`src/rtl/regfile_scoreboard_if.sv`:
```
`default_nettype none
// ============================================================================
//  Module      : regfile_scoreboard_if
//  Description : Issue/writeback/flush bundle between the pipeline and the
//                register-file hazard scoreboard.
//  Revision    : 1.0
// ============================================================================
interface regfile_scoreboard_if;
    logic       issue_valid;
    logic [3:0] issue_srcA;
    logic [3:0] issue_srcB;
    logic [3:0] issue_dstE;
    logic [3:0] issue_dstM;
    logic       issue_ready;
    logic       wb_valid;
    logic [3:0] wb_dstE;
    logic [3:0] wb_dstM;
    logic       flush;

    modport master (
        output issue_valid, issue_srcA, issue_srcB, issue_dstE, issue_dstM,
        output wb_valid, wb_dstE, wb_dstM, flush,
        input  issue_ready
    );

    modport slave (
        input  issue_valid, issue_srcA, issue_srcB, issue_dstE, issue_dstM,
        input  wb_valid, wb_dstE, wb_dstM, flush,
        output issue_ready
    );
endinterface
`default_nettype wire

```
`src/rtl/regfile_scoreboard.sv`:
```
`default_nettype none
// ============================================================================
//  Module      : regfile_scoreboard
//  Description : Per-register pending-write counters that stall issue on RAW
//                hazards or counter saturation, plus stall statistics.
//  Revision    : 1.0
// ============================================================================
module regfile_scoreboard #(
    parameter int         NREG   = 15,
    parameter int         CNT_W  = 2,
    parameter int         STAT_W = 16,
    parameter logic [3:0] RNONE  = 4'hF
) (
    input  wire                     clk,
    input  wire                     res_n,
    regfile_scoreboard_if.slave     bus,
    output logic [NREG-1:0]         busy_vec,
    output logic [STAT_W-1:0]       stall_cycles,
    output logic                    err
);

    logic [NREG-1:0]   w_busy;
    logic [NREG-1:0]   w_full;
    logic [NREG-1:0]   w_src_hit;
    logic [NREG-1:0]   w_dst_hit;
    logic [NREG-1:0]   w_wb_hit;
    logic [NREG-1:0]   w_underflow;
    logic              w_accept;
    logic [STAT_W-1:0] r_stall;
    logic              r_err;

    // Readiness looks only at registered counters, so a same-cycle writeback
    // cannot release a stall.
    assign bus.issue_ready = ~bus.flush & ~|(w_src_hit & w_busy) & ~|(w_dst_hit & w_full);
    assign w_accept        = bus.issue_valid & bus.issue_ready;

    for (genvar i = 0; i < NREG; i++) begin : g_reg
        localparam logic [3:0] c_id = 4'(i);
        logic [CNT_W-1:0] r_cnt;
        logic             w_inc;
        logic             w_dec;

        // Matching on the ID makes dstE == dstM count as a single write.
        assign w_src_hit[i] = ((bus.issue_srcA != RNONE) && (bus.issue_srcA == c_id)) ||
                              ((bus.issue_srcB != RNONE) && (bus.issue_srcB == c_id));
        assign w_dst_hit[i] = ((bus.issue_dstE != RNONE) && (bus.issue_dstE == c_id)) ||
                              ((bus.issue_dstM != RNONE) && (bus.issue_dstM == c_id));
        assign w_wb_hit[i]  = ((bus.wb_dstE != RNONE) && (bus.wb_dstE == c_id)) ||
                              ((bus.wb_dstM != RNONE) && (bus.wb_dstM == c_id));

        assign w_inc          = w_accept & w_dst_hit[i];
        assign w_dec          = bus.wb_valid & w_wb_hit[i];
        assign w_busy[i]      = |r_cnt;
        assign w_full[i]      = &r_cnt;
        assign w_underflow[i] = w_dec & ~w_inc & ~|r_cnt;

        always_ff @(posedge clk or negedge res_n) begin
            if (!res_n) begin
                r_cnt <= '0;
            end else if (bus.flush) begin
                r_cnt <= '0;
            end else if (w_inc && !w_dec) begin
                r_cnt <= r_cnt + CNT_W'(1);
            end else if (w_dec && !w_inc && (r_cnt != '0)) begin
                r_cnt <= r_cnt - CNT_W'(1);
            end
        end
    end

    always_ff @(posedge clk or negedge res_n) begin
        if (!res_n) begin
            r_stall <= '0;
        end else if (bus.issue_valid && !bus.issue_ready && !(&r_stall)) begin
            r_stall <= r_stall + STAT_W'(1);
        end
    end

    always_ff @(posedge clk or negedge res_n) begin
        if (!res_n) begin
            r_err <= 1'b0;
        end else if (!bus.flush && (|w_underflow)) begin
            r_err <= 1'b1;
        end
    end

    assign busy_vec     = w_busy;
    assign stall_cycles = r_stall;
    assign err          = r_err;

endmodule
`default_nettype wire

```
`src/flat_wrapper.sv`:
```
// flat-port wrapper written by rule: the top's interface ports become plain ports
module regfile_scoreboard_flat 
#(
    parameter int         NREG   = 15,
    parameter int         CNT_W  = 2,
    parameter int         STAT_W = 16,
    parameter logic [3:0] RNONE  = 4'hF
)
  (clk, res_n, busy_vec, stall_cycles, err, bus_issue_valid, bus_issue_srcA, bus_issue_srcB, bus_issue_dstE, bus_issue_dstM, bus_wb_valid, bus_wb_dstE, bus_wb_dstM, bus_flush, bus_issue_ready);
  regfile_scoreboard_if bus_i ();
  input  wire clk;
  input  wire res_n;
  output logic [NREG-1:0] busy_vec;
  output logic [STAT_W-1:0] stall_cycles;
  output logic err;
  input wire logic [$bits(bus_i.issue_valid)-1:0] bus_issue_valid;
  input wire logic [$bits(bus_i.issue_srcA)-1:0] bus_issue_srcA;
  input wire logic [$bits(bus_i.issue_srcB)-1:0] bus_issue_srcB;
  input wire logic [$bits(bus_i.issue_dstE)-1:0] bus_issue_dstE;
  input wire logic [$bits(bus_i.issue_dstM)-1:0] bus_issue_dstM;
  input wire logic [$bits(bus_i.wb_valid)-1:0] bus_wb_valid;
  input wire logic [$bits(bus_i.wb_dstE)-1:0] bus_wb_dstE;
  input wire logic [$bits(bus_i.wb_dstM)-1:0] bus_wb_dstM;
  input wire logic [$bits(bus_i.flush)-1:0] bus_flush;
  output wire logic [$bits(bus_i.issue_ready)-1:0] bus_issue_ready;
  assign bus_i.issue_valid = bus_issue_valid;
  assign bus_i.issue_srcA = bus_issue_srcA;
  assign bus_i.issue_srcB = bus_issue_srcB;
  assign bus_i.issue_dstE = bus_issue_dstE;
  assign bus_i.issue_dstM = bus_issue_dstM;
  assign bus_i.wb_valid = bus_wb_valid;
  assign bus_i.wb_dstE = bus_wb_dstE;
  assign bus_i.wb_dstM = bus_wb_dstM;
  assign bus_i.flush = bus_flush;
  assign bus_issue_ready = bus_i.issue_ready;
  regfile_scoreboard #(.NREG(NREG), .CNT_W(CNT_W), .STAT_W(STAT_W), .RNONE(RNONE)) u_core (.clk(clk), .res_n(res_n), .bus(bus_i), .busy_vec(busy_vec), .stall_cycles(stall_cycles), .err(err));
endmodule
```
`config.mk`:
```
export PLATFORM = sky130hd
export DESIGN_NAME = regfile_scoreboard_flat
export DESIGN_NICKNAME = d
export VERILOG_FILES = /design/src/rtl/regfile_scoreboard_if.sv /design/src/rtl/regfile_scoreboard.sv /design/src/flat_wrapper.sv
export SDC_FILE = /design/constraint.sdc
export NUM_CORES = 1
export LEC_CHECK = 0
export CAP_MARGIN = 20
export CELL_PAD_IN_SITES_DETAIL_PLACEMENT = 1
export CELL_PAD_IN_SITES_GLOBAL_PLACEMENT = 1
export CORE_MARGIN = 4
export CORE_UTILIZATION = 41
export CTS_CLUSTER_DIAMETER = 60
export DETAILED_ROUTE_END_ITERATION = 10
export PLACE_DENSITY_LB_ADDON = 0.05
export SKIP_LAST_GASP = 1
export SYNTH_ARGS = -nofsm -noshare
export SYNTH_HDL_FRONTEND = slang
export SYNTH_SLANG_ARGS = --single-unit
```
`constraint.sdc`:
```
create_clock -name clk -period 3.4 [get_ports clk]
set_input_delay 0.68 -clock clk [delete_from_list [all_inputs] [get_ports clk]]
set_output_delay 0.68 -clock clk [all_outputs]
set_load 0.05 [all_outputs]
```
==> impl_metrics.sql, run 1 <==
INSERT INTO impl_metrics (metric_group, metric, value, unit) VALUES
('outcome', 'run_status', 'complete, no violations', ''),
('worst_setup_path', 'r2r_start', 'u_core.g_reg[12].r_cnt[1]$_DFFE_PN0P_', ''),
('job', 'timing.max_cap.violations', '0', ''),
('synth', 'synth_area_leaders', 'sky130_fd_sc_hd__dfrtp_1 (29%), sky130_fd_sc_hd__o21ai_0 (4.2%), sky130_fd_sc_hd__nand2_1 (4.0%)', ''),
('synth', 'yosys.area_share.simple', '35.2', '%'),
('synth', 'synth.top_cell.area_share', '28.8', '%'),
('synth', 'synth_compound_gate_area_share', '25.9', '%'),
('global_routing', 'grt_usage', '26.1', '%'),
('drt', 'initialDrtViolationCount', '255', ''),
('clock_tree', 'max-clock-path-buffers', '2', ''),
('die', 'die_h', '108', 'µm'),
('die', 'core-area', '0.00973', 'mm²'),
('cells_and_area', 'count_of_antenna_diodes_in_the_layout', '0', ''),
('synth', 'number_of_register_bits_inferred_by_synthesis', '47', ''),
('clock_tree', 'cts.htree.levels', '2', ''),
('sta', 'final-max-slew-violation-count', '0', ''),
('worst_setup_path', 'critical_path_source_type', 'input pin', ''),
('worst_setup_path', 'cp_slowest_cell', 'sky130_fd_sc_hd__clkdlybuf4s50_1', ''),
('clock_tree', 'numCtsBuffers', '5', ''),
('synth', 'synth_nets', '509', ''),
('sta', 'layout_worst_path_cycle_share', '98.4', '%'),
('synth', 'synth_seq_area_share', '28.8', '%'),
('power_and_ir_drop', 'leak_pwr', '2.29', 'nW'),
('worst_hold_path', 'worstHoldPathType', 'input pin to asynchronous set/reset pin', ''),
('drt', 'drt_first_pass_iters', '4', ''),
('die', 'dieArea', '0.0116', 'mm²'),
('place', 'place_congestion', '0.910', ''),
('worst_setup_path', 'worst_setup_path_end_kind', 'output pin', ''),
('sta', 'tightestPinTransition', '724', 'ps'),
('synth', 'ys.warnings.count', '0', ''),
('synth', 'dominant_combinational_cell_family_by_area_after_synthesis', 'simple AND/OR/NAND/NOR gates', ''),
('clock_tree', 'cts_root_buffer', 'sky130_fd_sc_hd__clkbuf_8', ''),
('clock_tree', 'clock_latency_on_the_worst_skew_pair', '320', 'ps'),
('place', 'numPortBuffers', '61', ''),
('sta', 'maximum_clock_skew_at_final_layout', '4.63', 'ps'),
('worst_setup_path', 'worst_ep_required_time', '2720', 'ps'),
('clock_tree', 'cts_sinks', '47', ''),
('global_routing', 'antenna_violations_before_repair', '0', ''),
('sta', 'max_slew_margin', '51.2', '%'),
('worst_setup_path', 'slack_of_the_worst_reg_to_reg_path', '490', 'ps'),
('synth', 'postSynth.asyncResetShare', '100', '%'),
('synth', 'synth_cells', '479', ''),
('die', 'die_width', '108', 'µm'),
('sta', 'hold_viol', '0', ''),
('global_routing', 'grt_pass1_wl', '23900', 'µm'),
('worst_setup_path', 'arrival', '2660', 'ps'),
('global_routing', 'grt_pass1_vias', '4488', ''),
('sta', 'max_freq', '0.299', 'GHz'),
('synth', 'muxShareOfSynthArea', '0.245', '%'),
('drt', 'routed_via_density', '6.08', ''),
('synth', 'synth.cell_area', '0.00408', 'mm²'),
('place', 'detailed_place_hpwl', '11300', 'µm'),
('die', 'num_rows', '36', ''),
('synth', 'synthAdderAreaFrac', '0.307', '%'),
('worst_setup_path', 'critical_path_class', 'input pin to output pin', ''),
('place', 'placed_cell_area', '0.00521', 'mm²'),
('drt', 'postRouteAntennaNets', '0', ''),
('worst_setup_path', 'critical_path.n_buffers_inverters', '4', ''),
('worst_setup_path', 'crit_path_max_fanout', '11', ''),
('synth', 'synth-edff-count', '0', ''),
('clock_tree', 'clkTransAtPathRegs', '100', 'ps'),
('sta', 'final_period_minus_worst_setup_slack', '3340', 'ps'),
('sta', 'setup_viol_count_final', '0', ''),
('cells_and_area', 'final_net_count', '619', ''),
('die', 'io_pins', '62', ''),
('synth', 'synth.lib_cells_used.distinct', '62', ''),
('drt', 'wire_per_inst', '20.6', 'µm'),
('power_and_ir_drop', 'fin_total_pwr', '1.77', 'mW'),
('cells_and_area', 'drive_above_1_share', '23.4', '%'),
('cells_and_area', 'final_cell_area', '0.00555', 'mm²'),
('synth', 'synth_largest_area_cell', 'sky130_fd_sc_hd__dfrtp_1', '');
[final cells by class]
cell class | instances | area, µm²
Timing Repair Buffer | 135 | 1210
Sequential cell | 47 | 1180
Multi-Input combinational cell | 393 | 2860
Fill cell | 1179 | 4180
Clock inverter | 3 | 47.5
Inverter | 7 | 26.3
Clock buffer | 5 | 68.8
Tap cell | 133 | 166
[cell families after synthesis]
group	count (synthesis)
muxes	1
adders and majority gates	1
AOI/OAI and AO/OA	148
buffers and inverters	39
xor gates and xnor gates	22
and+or+nand+nor	221
DFF	47
[layout by cell type, fill, tap and decap left out, types with 14 or more instances in the layout]
| cell | count |
|---|---|
| sky130_fd_sc_hd__nor3_1 | 21 |
| sky130_fd_sc_hd__clkdlybuf4s50_1 | 50 |
| sky130_fd_sc_hd__a211oi_1 | 14 |
| sky130_fd_sc_hd__buf_4 | 68 |
| sky130_fd_sc_hd__a21oi_1 | 22 |
| sky130_fd_sc_hd__nand2_1 | 44 |
| sky130_fd_sc_hd__nor2_1 | 15 |
| sky130_fd_sc_hd__dfrtp_1 | 47 |
| sky130_fd_sc_hd__or2_2 | 19 |
| sky130_fd_sc_hd__nand2b_1 | 18 |
| sky130_fd_sc_hd__o21ai_0 | 32 |
[where the power goes]
group / internal, mW / leakage, nW / total (mW) / switching (mW)
logic: 0.260 / 1.59 / 0.659 / 0.398
registers: 0.599 / 0.639 / 0.660 / 0.0604
clock network: 0.223 / 0.0587 / 0.448 / 0.225
total: 1.08 / 2.29 / 1.77 / 0.683
[through the flow]
| stage | setup TNS [ps] | std cells | hold slack, ps | utilization (%) | setup slack (ps) |
|---|---|---|---|---|---|
| finish | 0 | 723 | 402 | 57.1 | 55.3 |
| global route | -27.3 | 723 | 460 | 57.1 | -9.81 |
| CTS | -9.57 | 720 | 433 | 55.7 | -9.57 |
| detailed placement | -7790 | 710 | 480 | 53.6 | -388 |
| global placement | -6680 | 710 | 471 | 53.6 | -363 |
| floorplan | 0 | 479 | 384 | - | 447 |
[routing by layer]
metal / wire [µm] / vias to the layer above / track usage, %
li1: - / 2071 / -
met1: 6680 / 2185 / 35.1
met2: 7170 / 114 / 42.6
met3: 710 / 23 / 4.44
met4: 331 / 0 / 8.30
met5: 0 / - / 0
[sequential cells by signal (all words and copies together) (netlist names)]
signal and flops:
u_core.stall_cycles 16, u_core.err 1, u_core.g.r_cnt 30
[timing repair]
action,4_1_cts,5_1_grt
setup endpoints to repair,10,17
resized for setup,14,26
hold endpoints to repair,0,0
cloned,0,1
pin swaps,3,6
buffers inserted,2,2
[worst max path at each step]
stage	startpoint	slack (ps)	endpoint	depth (start not counted)
floorplan	bus_issue_srcB[3]	450	bus_issue_ready	8
global placement	bus_issue_dstE[2]	-360	u_core.stall_cycles[7]$_DFFE_PN0P_	11
detailed placement	bus_issue_dstE[0]	-390	u_core.g_reg[12].r_cnt[0]$_DFFE_PN0P_	13
CTS	bus_issue_dstE[2]	-10	bus_issue_ready	10
global route	bus_issue_dstE[1]	-10	u_core.stall_cycles[15]$_DFFE_PN0P_	13
finish	bus_issue_srcA[2]	60	bus_issue_ready	9
[cells in the mapped netlist, types with 11 or more instances]
library cell               count
sky130_fd_sc_hd__dfrtp_1      47
sky130_fd_sc_hd__nand2_1      44
sky130_fd_sc_hd__o21ai_0      34
sky130_fd_sc_hd__a21oi_1      22
sky130_fd_sc_hd__nor3_1       21
sky130_fd_sc_hd__nand2b_1     20
sky130_fd_sc_hd__or2_2        19
sky130_fd_sc_hd__buf_2        16
sky130_fd_sc_hd__nor2_1       16
sky130_fd_sc_hd__nor4b_1      16
sky130_fd_sc_hd__a211oi_1     14
sky130_fd_sc_hd__o22ai_1      14
sky130_fd_sc_hd__xnor2_1      13
sky130_fd_sc_hd__nor4bb_1     12
sky130_fd_sc_hd__clkbuf_1     11
[worst reg2reg max path: stages (launching register included)]
cell                        delay, ps
sky130_fd_sc_hd__dfrtp_1          430
sky130_fd_sc_hd__or2_2            380
sky130_fd_sc_hd__o21a_1           160
sky130_fd_sc_hd__a2111oi_4        370
sky130_fd_sc_hd__nand4_4          150
sky130_fd_sc_hd__buf_4            180
sky130_fd_sc_hd__buf_4            170
sky130_fd_sc_hd__nor4_1           480
sky130_fd_sc_hd__buf_4            210
sky130_fd_sc_hd__xnor2_1           60
sky130_fd_sc_hd__a211oi_1         230
Note: power is estimated with default switching activity, not from simulation.
==> run 2, diff against run 1 <==
--- a/config.mk
+++ b/config.mk
@@ -5,6 +5,7 @@
 export SDC_FILE = /design/constraint.sdc
 export NUM_CORES = 1
 export LEC_CHECK = 0
+export ABC_CLOCK_PERIOD_IN_PS = 3400
 export CAP_MARGIN = 20
 export CELL_PAD_IN_SITES_DETAIL_PLACEMENT = 1
 export CELL_PAD_IN_SITES_GLOBAL_PLACEMENT = 1
==> results of run 2 <==
No change in the layout: final DEF, timing and power equal those of run 1.
